$ cat config.mk
export PLATFORM = sky130hd
export DESIGN_NAME = pipelined_addsub_flat
export DESIGN_NICKNAME = d
export VERILOG_FILES = /design/src/rtl/pipelined_addsub_if.sv /design/src/rtl/pipelined_addsub.sv /design/src/flat_wrapper.sv
export SDC_FILE = /design/constraint.sdc
export NUM_CORES = 1
export LEC_CHECK = 0
export ABC_AREA = 1
export ABC_CLOCK_PERIOD_IN_PS = 1900
export CAP_MARGIN = 20
export CORE_MARGIN = 1.5
export CORE_UTILIZATION = 50
export CTS_BUF_LIST = sky130_fd_sc_hd__clkbuf_16
export CTS_CLUSTER_DIAMETER = 50
export DETAILED_ROUTE_END_ITERATION = 6
export PLACE_DENSITY = 0.82
export SYNTH_ARGS = -nofsm -noshare
export SYNTH_HDL_FRONTEND = slang
export SYNTH_SLANG_ARGS = --single-unit
$ cat constraint.sdc
create_clock -name clk -period 1.9 [get_ports clk]
set_input_delay 0.38 -clock clk [delete_from_list [all_inputs] [get_ports clk]]
set_output_delay 0.38 -clock clk [all_outputs]
set_load 0.02 [all_outputs]
$ cat src/rtl/pipelined_addsub_if.sv
// Operand/result handshake bundle for pipelined_addsub.
interface pipelined_addsub_if #(
  parameter int WIDTH = 16
);
  logic             in_valid;
  logic             in_ready;
  logic [WIDTH-1:0] a;
  logic [WIDTH-1:0] b;
  logic             sub;
  logic             ci;
  logic             out_valid;
  logic             out_ready;
  logic [WIDTH-1:0] sum;
  logic             co;
  logic             ovf;
  logic             zero;

  modport master (
    output in_valid, a, b, sub, ci, out_ready,
    input  in_ready, out_valid, sum, co, ovf, zero
  );

  modport slave (
    input  in_valid, a, b, sub, ci, out_ready,
    output in_ready, out_valid, sum, co, ovf, zero
  );
endinterface

$ cat src/rtl/pipelined_addsub.sv
// Pipelined two's-complement adder/subtractor: the WIDTH-bit carry chain is
// cut into STAGES slices of SLICE bits, one slice resolved per register stage,
// with valid/ready flow control and full backpressure at both ends.
module pipelined_addsub #(
  parameter int WIDTH  = 16,
  parameter int STAGES = 4
) (
  input  logic               clk,
  input  logic               rst_n,
  pipelined_addsub_if.slave  bus
);
  localparam int SLICE = WIDTH / STAGES;
  localparam int LAST  = STAGES - 1;

  // Stage registers: operands still to be processed, sum bits completed so
  // far, carry out of the slice just resolved, and occupancy.
  logic [WIDTH-1:0]  a_q [STAGES];
  logic [WIDTH-1:0]  b_q [STAGES];
  logic [WIDTH-1:0]  s_q [STAGES];
  logic [STAGES-1:0] c_q;
  logic [STAGES-1:0] v_q;
  logic              ovf_q;
  logic              zero_q;

  // Per-stage inputs and next values.
  logic [WIDTH-1:0]  a_src [STAGES];
  logic [WIDTH-1:0]  b_src [STAGES];
  logic [WIDTH-1:0]  s_src [STAGES];
  logic [WIDTH-1:0]  s_nxt [STAGES];
  logic [STAGES-1:0] c_src;
  logic [STAGES-1:0] c_nxt;
  logic [SLICE:0]    slice_sum;
  logic              ovf_nxt;
  logic              zero_nxt;

  // Flow control.
  logic [STAGES-1:0] adv;
  logic [STAGES-1:0] load;
  logic              room;
  logic              accept;

  // Advance/load enables. The recursive "next stage empty or advancing" rule
  // is unrolled into a downward scan: a stage may move when the output drains
  // or any stage above it is empty.
  always_comb begin
    adv  = '0;
    load = '0;
    room = bus.out_ready;
    for (int unsigned i = 0; i < STAGES; i++) begin
      adv[LAST - i] = v_q[LAST - i] & room;
      room          = room | ~v_q[LAST - i];
    end
    accept  = bus.in_valid & (~v_q[0] | adv[0]);
    load[0] = accept;
    for (int unsigned k = 1; k < STAGES; k++) begin
      load[k] = adv[k - 1];
    end
  end

  // Slice arithmetic: stage k resolves bits [k*SLICE +: SLICE] from the carry
  // left by stage k-1; stage 0 works directly on the prepared operands.
  always_comb begin
    a_src[0] = bus.a;
    b_src[0] = bus.sub ? ~bus.b : bus.b;
    s_src[0] = '0;
    c_src    = '0;
    c_src[0] = bus.ci ^ bus.sub;
    for (int unsigned k = 1; k < STAGES; k++) begin
      a_src[k] = a_q[k - 1];
      b_src[k] = b_q[k - 1];
      s_src[k] = s_q[k - 1];
      c_src[k] = c_q[k - 1];
    end
    c_nxt     = '0;
    slice_sum = '0;
    for (int unsigned k = 0; k < STAGES; k++) begin
      slice_sum = {1'b0, a_src[k][k*SLICE +: SLICE]}
                + {1'b0, b_src[k][k*SLICE +: SLICE]}
                + {{SLICE{1'b0}}, c_src[k]};
      s_nxt[k]                  = s_src[k];
      s_nxt[k][k*SLICE +: SLICE] = slice_sum[SLICE-1:0];
      c_nxt[k]                  = slice_sum[SLICE];
    end
    // Carry into the MSB is recovered as a^b^sum at that bit.
    ovf_nxt  = a_src[LAST][WIDTH-1] ^ b_src[LAST][WIDTH-1]
             ^ s_nxt[LAST][WIDTH-1] ^ c_nxt[LAST];
    zero_nxt = (s_nxt[LAST] == '0);
  end

  // Stage registers; data only moves on load, so a stalled stage holds.
  always_ff @(posedge clk or negedge rst_n) begin
    if (!rst_n) begin
      for (int unsigned k = 0; k < STAGES; k++) begin
        a_q[k] <= '0;
        b_q[k] <= '0;
        s_q[k] <= '0;
      end
      c_q    <= '0;
      v_q    <= '0;
      ovf_q  <= 1'b0;
      zero_q <= 1'b0;
    end else begin
      for (int unsigned k = 0; k < STAGES; k++) begin
        if (load[k]) begin
          a_q[k] <= a_src[k];
          b_q[k] <= b_src[k];
          s_q[k] <= s_nxt[k];
          c_q[k] <= c_nxt[k];
        end
        v_q[k] <= load[k] | (v_q[k] & ~adv[k]);
      end
      if (load[LAST]) begin
        ovf_q  <= ovf_nxt;
        zero_q <= zero_nxt;
      end
    end
  end

  assign bus.in_ready  = ~v_q[0] | adv[0];
  assign bus.out_valid = v_q[LAST];
  assign bus.sum       = s_q[LAST];
  assign bus.co        = c_q[LAST];
  assign bus.ovf       = ovf_q;
  assign bus.zero      = zero_q;
endmodule
$ cat src/flat_wrapper.sv
// flat-port wrapper written by rule: the top's interface ports become plain ports
module pipelined_addsub_flat 
#(
  parameter int WIDTH  = 16,
  parameter int STAGES = 4
)
  (clk, rst_n, bus_in_valid, bus_a, bus_b, bus_sub, bus_ci, bus_out_ready, bus_in_ready, bus_out_valid, bus_sum, bus_co, bus_ovf, bus_zero);
  pipelined_addsub_if #(.WIDTH(WIDTH)) bus_i ();
  input  logic clk;
  input  logic rst_n;
  input wire logic [$bits(bus_i.in_valid)-1:0] bus_in_valid;
  input wire logic [$bits(bus_i.a)-1:0] bus_a;
  input wire logic [$bits(bus_i.b)-1:0] bus_b;
  input wire logic [$bits(bus_i.sub)-1:0] bus_sub;
  input wire logic [$bits(bus_i.ci)-1:0] bus_ci;
  input wire logic [$bits(bus_i.out_ready)-1:0] bus_out_ready;
  output wire logic [$bits(bus_i.in_ready)-1:0] bus_in_ready;
  output wire logic [$bits(bus_i.out_valid)-1:0] bus_out_valid;
  output wire logic [$bits(bus_i.sum)-1:0] bus_sum;
  output wire logic [$bits(bus_i.co)-1:0] bus_co;
  output wire logic [$bits(bus_i.ovf)-1:0] bus_ovf;
  output wire logic [$bits(bus_i.zero)-1:0] bus_zero;
  assign bus_i.in_valid = bus_in_valid;
  assign bus_i.a = bus_a;
  assign bus_i.b = bus_b;
  assign bus_i.sub = bus_sub;
  assign bus_i.ci = bus_ci;
  assign bus_i.out_ready = bus_out_ready;
  assign bus_in_ready = bus_i.in_ready;
  assign bus_out_valid = bus_i.out_valid;
  assign bus_sum = bus_i.sum;
  assign bus_co = bus_i.co;
  assign bus_ovf = bus_i.ovf;
  assign bus_zero = bus_i.zero;
  pipelined_addsub #(.WIDTH(WIDTH), .STAGES(STAGES)) u_core (.clk(clk), .rst_n(rst_n), .bus(bus_i));
endmodule
* Word level (Yosys, flattened, before mapping)
Index checks and enable logic that the tools add are counted.
** Word-level totals
- Register bits after elaboration :: 146
- Bits of input ports :: 38
- Logic and storage cells :: 57
** Cells by class
- Add/sub/neg operators :: 8
- Mux-type cells :: 1
- Bitwise gates (word level) :: 30
- Reduce and logical (&&, ||, !) cells :: 1
** Operator list (count)
- $add 4x4->5 :: 4
- $add 5x1->5 :: 4
- $logic_not 16->1 :: 1
- $mux 16 :: 1
- $not 16->16 :: 1
- $and 1x1->1 :: 9
- $not 1->1 :: 8
- $or 1x1->1 :: 8
- $xor 1x1->1 :: 4

* Depth between registers and ports, before layout
- Depth after elaboration :: 8
- Gate-level depth with buffers :: 11
- Gate-level depth less buffers :: 9

* Worst setup path before layout
No wires, ideal clock.
- Kind :: input to register
- Start point :: input bus_sub
- End point :: register u_core.s_q (netlist bit u_core.s_nxt[33])
- Library setup time :: 0.083 ns
- Data arrival time :: 1.899 ns
- Setup slack :: -0.081 ns
- Cell stages on the path :: 7
- Buffers on the path :: 2
- Cell sequence :: buf_4 -> buf_4 -> xor2_1 -> fa_1 -> inv_1 -> fa_1 -> o21ai_0
** On the way
- Cells in the longest elaborated chain, start to end :: 3
- Elaborated cells between the ends (all ways) :: 4
- Classes of those cells :: add/sub (2); mux (1); bitwise (1)
** RTL lines
- start: declaration :: RTL line flat_wrapper.sv:14 : input wire logic [$bits(bus_i.sub)-1:0] bus_sub;
- $mux 16 :: RTL line pipelined_addsub.sv:64 : b_src[0] = bus.sub ? ~bus.b : bus.b;
- $add 4x4->5 :: RTL line pipelined_addsub.sv:78 : + {1'b0, b_src[k][k*SLICE +: SLICE]}
- $add 5x1->5 (*) :: RTL line pipelined_addsub.sv:79 : + {{SLICE{1'b0}}, c_src[k]};
- end signal: indexed assignment :: RTL line pipelined_addsub.sv:107 : s_q[k] <= s_nxt[k];
- end: declaration :: RTL line pipelined_addsub.sv:19 : logic [WIDTH-1:0] s_q [STAGES];
Every way passes the cells marked *; elsewhere a longest branch is shown, timed or not.
A chain may end at the register's enable or synchronous reset.

==> results.ini <==
[worst_setup_path]
r2r-end=u_core.bus.zero
worstSetupStartpoint=u_core.c_q[2]
crit_end=u_core.bus.zero
crit_type=flip-flop to flip-flop
crit_path_max_fanout=2
r2r_cells=9
crit_required_ps=2180
crit_arrival_ps=2120
cp-end-kind=flip-flop
rrSetupSlack_ps=60
crit_path_start_kind=flip-flop
r2r_start=u_core.c_q[2]

[place]
gp_congestion=0.834
place_hpwl_um=6400
portBuffers=58

[sta]
finalSetupViolCount=0
fin_crit_ps=1840
fin_crit_sh=0.971
rsz0062_at_grt=yes
clock_skew_ps=5.09
fin_hold_ws_ps=474
worst_pin_slew_ps=473
fmax_mhz=542
hold_viol_final=0
maxSlewViolCount=0
slew_headroom=0.684

[layout]
fin_util=0.643
fill_cells=690
drive_above_1_share=0.0758
fin_nets=608
antenna_cells=0
syn_to_final_growth_pct=25.6

[detailed_routing]
wire_per_inst_um=13.2
antenna_left=0
dr.pass1.iters=5
vias_per_cell=5.01
finalWirelength_um=8750
drtIter0Drc=166
via_count=3317
post-route-drc-count=0

[clock_tree]
numClockSinks=98
clkTransAtPathRegs_ps=60
clockRootBuffer=clkbuf_16
htree_levels=3
clk_latency_ps=340
tritoncts=done
cts_max_path_buffers=2
numCtsBuffers=9

[power_and_ir_drop]
comb_power_share=0.337
pwr-share-clk=0.273
seq_power_share=0.390
leakage_nw=2.74
max-vdd-ir-drop_v=0.000573
power_density_nw_per_um2=1500
p_sw_w=0.00281
p_sw_frac=0.338
p_int_w=0.00550

[floorplanning]
num_rows=34
die_area_um2=9410
die_h_um=97
die_width_um=97
core-area_um2=8640
ioPinCount=59
start_util=0.512

[grt]
grt_max_degree=37
grt_pass1_wl_um=15100
antenna_found_initial=0
track_usage=0.200
grt_pass1_vias=3366
overflow=0

[logic_synthesis]
ys_seq_area_frac=0.555
synthFlopType=dfrtp_1
synth_edf_count=0
synth.most_common_cell=nand2_1
ys_warn_count=0
avgSynthCellArea_um2=9.15
synth_cells=483
yosys.area.top_type_share=0.555
synth_area_leaders=dfrtp_1 56%, nand2_1 17%, fa_1 3.6%
synthesis.nets=541
syn_area_um2=4420
synthTopCellsByCount=199 x nand2_1, 98 x dfrtp_1, 29 x inv_1, 29 x o21ai_0, 23 x o21ai_1
yosysUniqueCellTypes=23
synth-seq-cells=98
ys_async_sr_fraction=1.00
yosysTopAreaCell=dfrtp_1

[worst_hold_path]
min_path_type=flip-flop to flip-flop
hold_depth=2

[status]
outcome=complete, no violations

[run]
max_cap_viol_count=0

==> worst min path at each step <==
| stage | end | slack, ps | startpoint |
|---|---|---|---|
| 6_report | u_core.b_q[43] | 470 | u_core.b_q[59] |
| 5_1_grt | u_core.bus.sum[9] | 500 | u_core.bus.sum[9] |
| 4_1_cts | u_core.b_q[31] | 470 | u_core.b_q[47] |
| 3_5_place_dp | u_core.a_q[53] | 370 | rst_n |
| 3_3_place_gp | u_core.a_q[58] | 360 | rst_n |
| 2_1_floorplan | u_core.a_q[28] | 80 | rst_n |
==> power groups by stage <==
stage	Combinational [W]	Sequential [W]	Clock, W
floorplan	0.00166	0.00337	0
global placement	0.00264	0.00322	0
detailed placement	0.00277	0.00327	0
CTS	0.00281	0.00324	0.00230
global route	0.00315	0.00333	0.00240
finish	0.00280	0.00324	0.00227
==> critical path, stage by stage, from the launching register on <==
cell	delay (ps)
dfrtp_1	400
fa_2	410
fa_1	460
nor2_1	110
nand2_1	60
nor2_2	110
nand2_1	50
nor2_1	80
nand2_1	50
nand2_1	50
==> final cells by class <==
| cell class | instances | area, um2 | area share |
|---|---|---|---|
| clock buffer | 9 | 225 | 0.0406 |
| clock inverter | 6 | 154 | 0.0277 |
| inverter | 33 | 124 | 0.0223 |
| multi-input combinational | 334 | 1740 | 0.313 |
| sequential | 98 | 2450 | 0.442 |
| tap | 108 | 135 | 0.0243 |
| timing repair buffer | 74 | 723 | 0.130 |
==> timing repair <==
action / CTS / global route
pin swaps: 1 / 0
setup buffers: 0 / 0
resized for setup: 4 / 1
endpoints found under the setup margin: 4 / 1
hold buffers: 1 / 0
hold endpoints to repair: 12 / 0
gates cloned: 0 / 0
==> cell families (layout without fill, tap and decap cells) <==
| kind of cell | count (synthesis) | in the layout | share of synthesized area |
|---|---|---|---|
| AND/OR/NAND/NOR | 232 | 232 | 0.209 |
| flip-flops | 98 | 98 | 0.555 |
| AO/OA/AOI/OAI | 62 | 62 | 0.0711 |
| buffers and inverters | 51 | 122 | 0.0552 |
| adder cells (fa/ha/maj) | 20 | 20 | 0.0702 |
| XOR/XNOR | 20 | 20 | 0.0396 |
==> state kept, by name, indices dropped and copies added, names as in the netlist <==
name	count
u_core.bus.ovf	1
u_core.b_q	24
u_core.v_q	4
u_core.bus.sum	16
u_core.s_nxt	24
u_core.c_q	4
u_core.bus.zero	1
u_core.a_q	24
==> through the flow <==
step	TNS (ps)	worst slack (ps)	instance area (um2)	power [W]	std cells
after global placement	-1300	-308	5150	0.00586	646
final	0	55.6	5550	0.00831	662
after global routing	-53.9	-53.9	5550	0.00888	662
after detailed placement	-2410	-405	5150	0.00604	646
after CTS	0	50.1	5550	0.00836	662
after floorplan	0	4.66	4420	0.00503	483
==> metal layers <==
layer  track usage  part of all wire  vias to the layer above
met5             0                 0                        -
met4        0.0780             0.017                        0
met3        0.0361             0.038                       12
met2         0.351              0.51                       82
met1         0.246              0.44                     1582
li1              -                 -                     1641
==> cells in the final DEF, fill, tap and decap left out, types with 4 or more instances in the layout <==
cell type,instances
fa_1,6
nor2_1,13
bufinv_16,5
nand3_1,10
inv_2,4
nand3b_1,4
xor2_1,5
o21ai_0,29
o21ai_1,23
inv_1,29
nand2_1,199
dfrtp_1,98
buf_4,14
ha_1,12
a21oi_1,8
xnor2_1,14
clkbuf_16,9
clkdlybuf4s50_1,55
(Power assumes the default switching activity.)
==> RTL change: new RTL, same flow settings <==
`WIDTH` is set to 16 in 3 places; all go to 32.
--- a/src/rtl/pipelined_addsub_if.sv
+++ b/src/rtl/pipelined_addsub_if.sv
@@ -1,6 +1,6 @@
 // Operand/result handshake bundle for pipelined_addsub.
 interface pipelined_addsub_if #(
-  parameter int WIDTH = 16
+  parameter int WIDTH = 32
 );
   logic             in_valid;
   logic             in_ready;
--- a/src/rtl/pipelined_addsub.sv
+++ b/src/rtl/pipelined_addsub.sv
@@ -2,7 +2,7 @@
 // cut into STAGES slices of SLICE bits, one slice resolved per register stage,
 // with valid/ready flow control and full backpressure at both ends.
 module pipelined_addsub #(
-  parameter int WIDTH  = 16,
+  parameter int WIDTH  = 32,
   parameter int STAGES = 4
 ) (
   input  logic               clk,
--- a/src/flat_wrapper.sv
+++ b/src/flat_wrapper.sv
@@ -1,7 +1,7 @@
 // flat-port wrapper written by rule: the top's interface ports become plain ports
 module pipelined_addsub_flat 
 #(
-  parameter int WIDTH  = 16,
+  parameter int WIDTH  = 32,
   parameter int STAGES = 4
 )
   (clk, rst_n, bus_in_valid, bus_a, bus_b, bus_sub, bus_ci, bus_out_ready, bus_in_ready, bus_out_valid, bus_sum, bus_co, bus_ovf, bus_zero);
Interface: changed (resized bus_a, bus_b and bus_sum); port bits go from 59 to 107. The function was not compared with the original's and may differ.
==> RTL change against the unedited design <==
The run now ends with negative setup slack left. Power increased by 79%. Design area increased by 99%. Setup slack got worse by 120 ps. Sequential cell count increased by 88. Clock power increased by 41%. Synthesized area increased by 100%. Routed wire length increased by 120%. Die area increased by 97%. Via count increased by 110%.
==> RTL change: results (changes against the unedited design) <==
| Metric | Value |
|---|---|
| Sw Pwr | `5530 uW (was 2810 uW)` |
| Compound-Gate Fraction of Synth Area | `9.28% (was 7.11%)` |
| Multi-input gates | `685 (was 334)` |
| Synth Area in XOR/XNOR | `4.16% (was 3.96%)` |
| Setup violators final | `1 (was 0)` |
| Status | `finished, violations left (was complete, no violations)` |
| DR WL met2 | `9050 um (was 4440 um)` |
| Inverters, non-clock | `103 (was 33)` |
| P per Cell Area | `1340 nW/um^2 (was 1500 nW/um^2)` |
| RD Place Congestion | `0.876 (was 0.834)` |
| GRT Overall Usage | `22.2% (was 20.0%)` |
| Initial drt markers | `516 (was 166)` |
| Final worst slack | `-67.8 ps (was 55.6 ps)` |
| Distinct cells, synth | `30 (was 23)` |
| Number of global-route vias before repair | `6601 (was 3366)` |
| Failing checks | `negative setup slack` |
| Synth Net Count | `1121 (was 541)` |
| # clk buffers | `17 (was 9)` |
| Setup WS pre-CTS | `-470 ps (was -405 ps)` |
| Data buffer area share | `14.4% (was 13.0%)` |
| Port bufs | `106 (was 58)` |
| Worst Clk Skew | `12.6 ps (was 5.09 ps)` |
| Metal3 WL | `856 um (was 330 um)` |
| Worst Hold Slack | `338 ps (was 474 ps)` |
| Critical Path Max Stage Delay | `570 ps (was 460 ps)` |
| Sequential element share of the synthesized area | `52.6% (was 55.5%)` |
| Register Area | `4650 um^2 (was 2450 um^2)` |
[RTL change: power by group through the flow]
stage / logic [uW] / clock network (uW) / registers, uW
final: 5720 / 3190 / 5930
after global routing: 6410 / 3400 / 6070
after CTS: 5650 / 3240 / 5920
after detailed placement: 5530 / 0 / 5980
after global placement: 5330 / 0 / 5940
after floorplan: 3090 / 0 / 6190
[RTL change: timing repair]
| item | CTS | global route |
|---|---|---|
| gates resized for setup | 12 | 13 |
| hold endpoints to repair | 28 | 0 |
| hold buffers | 1 | 0 |
| setup buffers | 2 | 5 |
| setup endpoints to repair | 5 | 8 |
| pin swaps | 9 | 9 |
[RTL change: per-layer routing]
layer	GRT usage (%)	vias up
met3	4.59	30
met5	0	-
met4	8.57	0
met2	35.1	197
met1	30.2	3224
li1	-	3465
[RTL change: logic make-up after synthesis]
logic type | count (synthesis)
compound gates | 146
xor+xnor | 42
fa+ha+maj | 36
buf+inv | 144
flops | 186
simple gates | 461
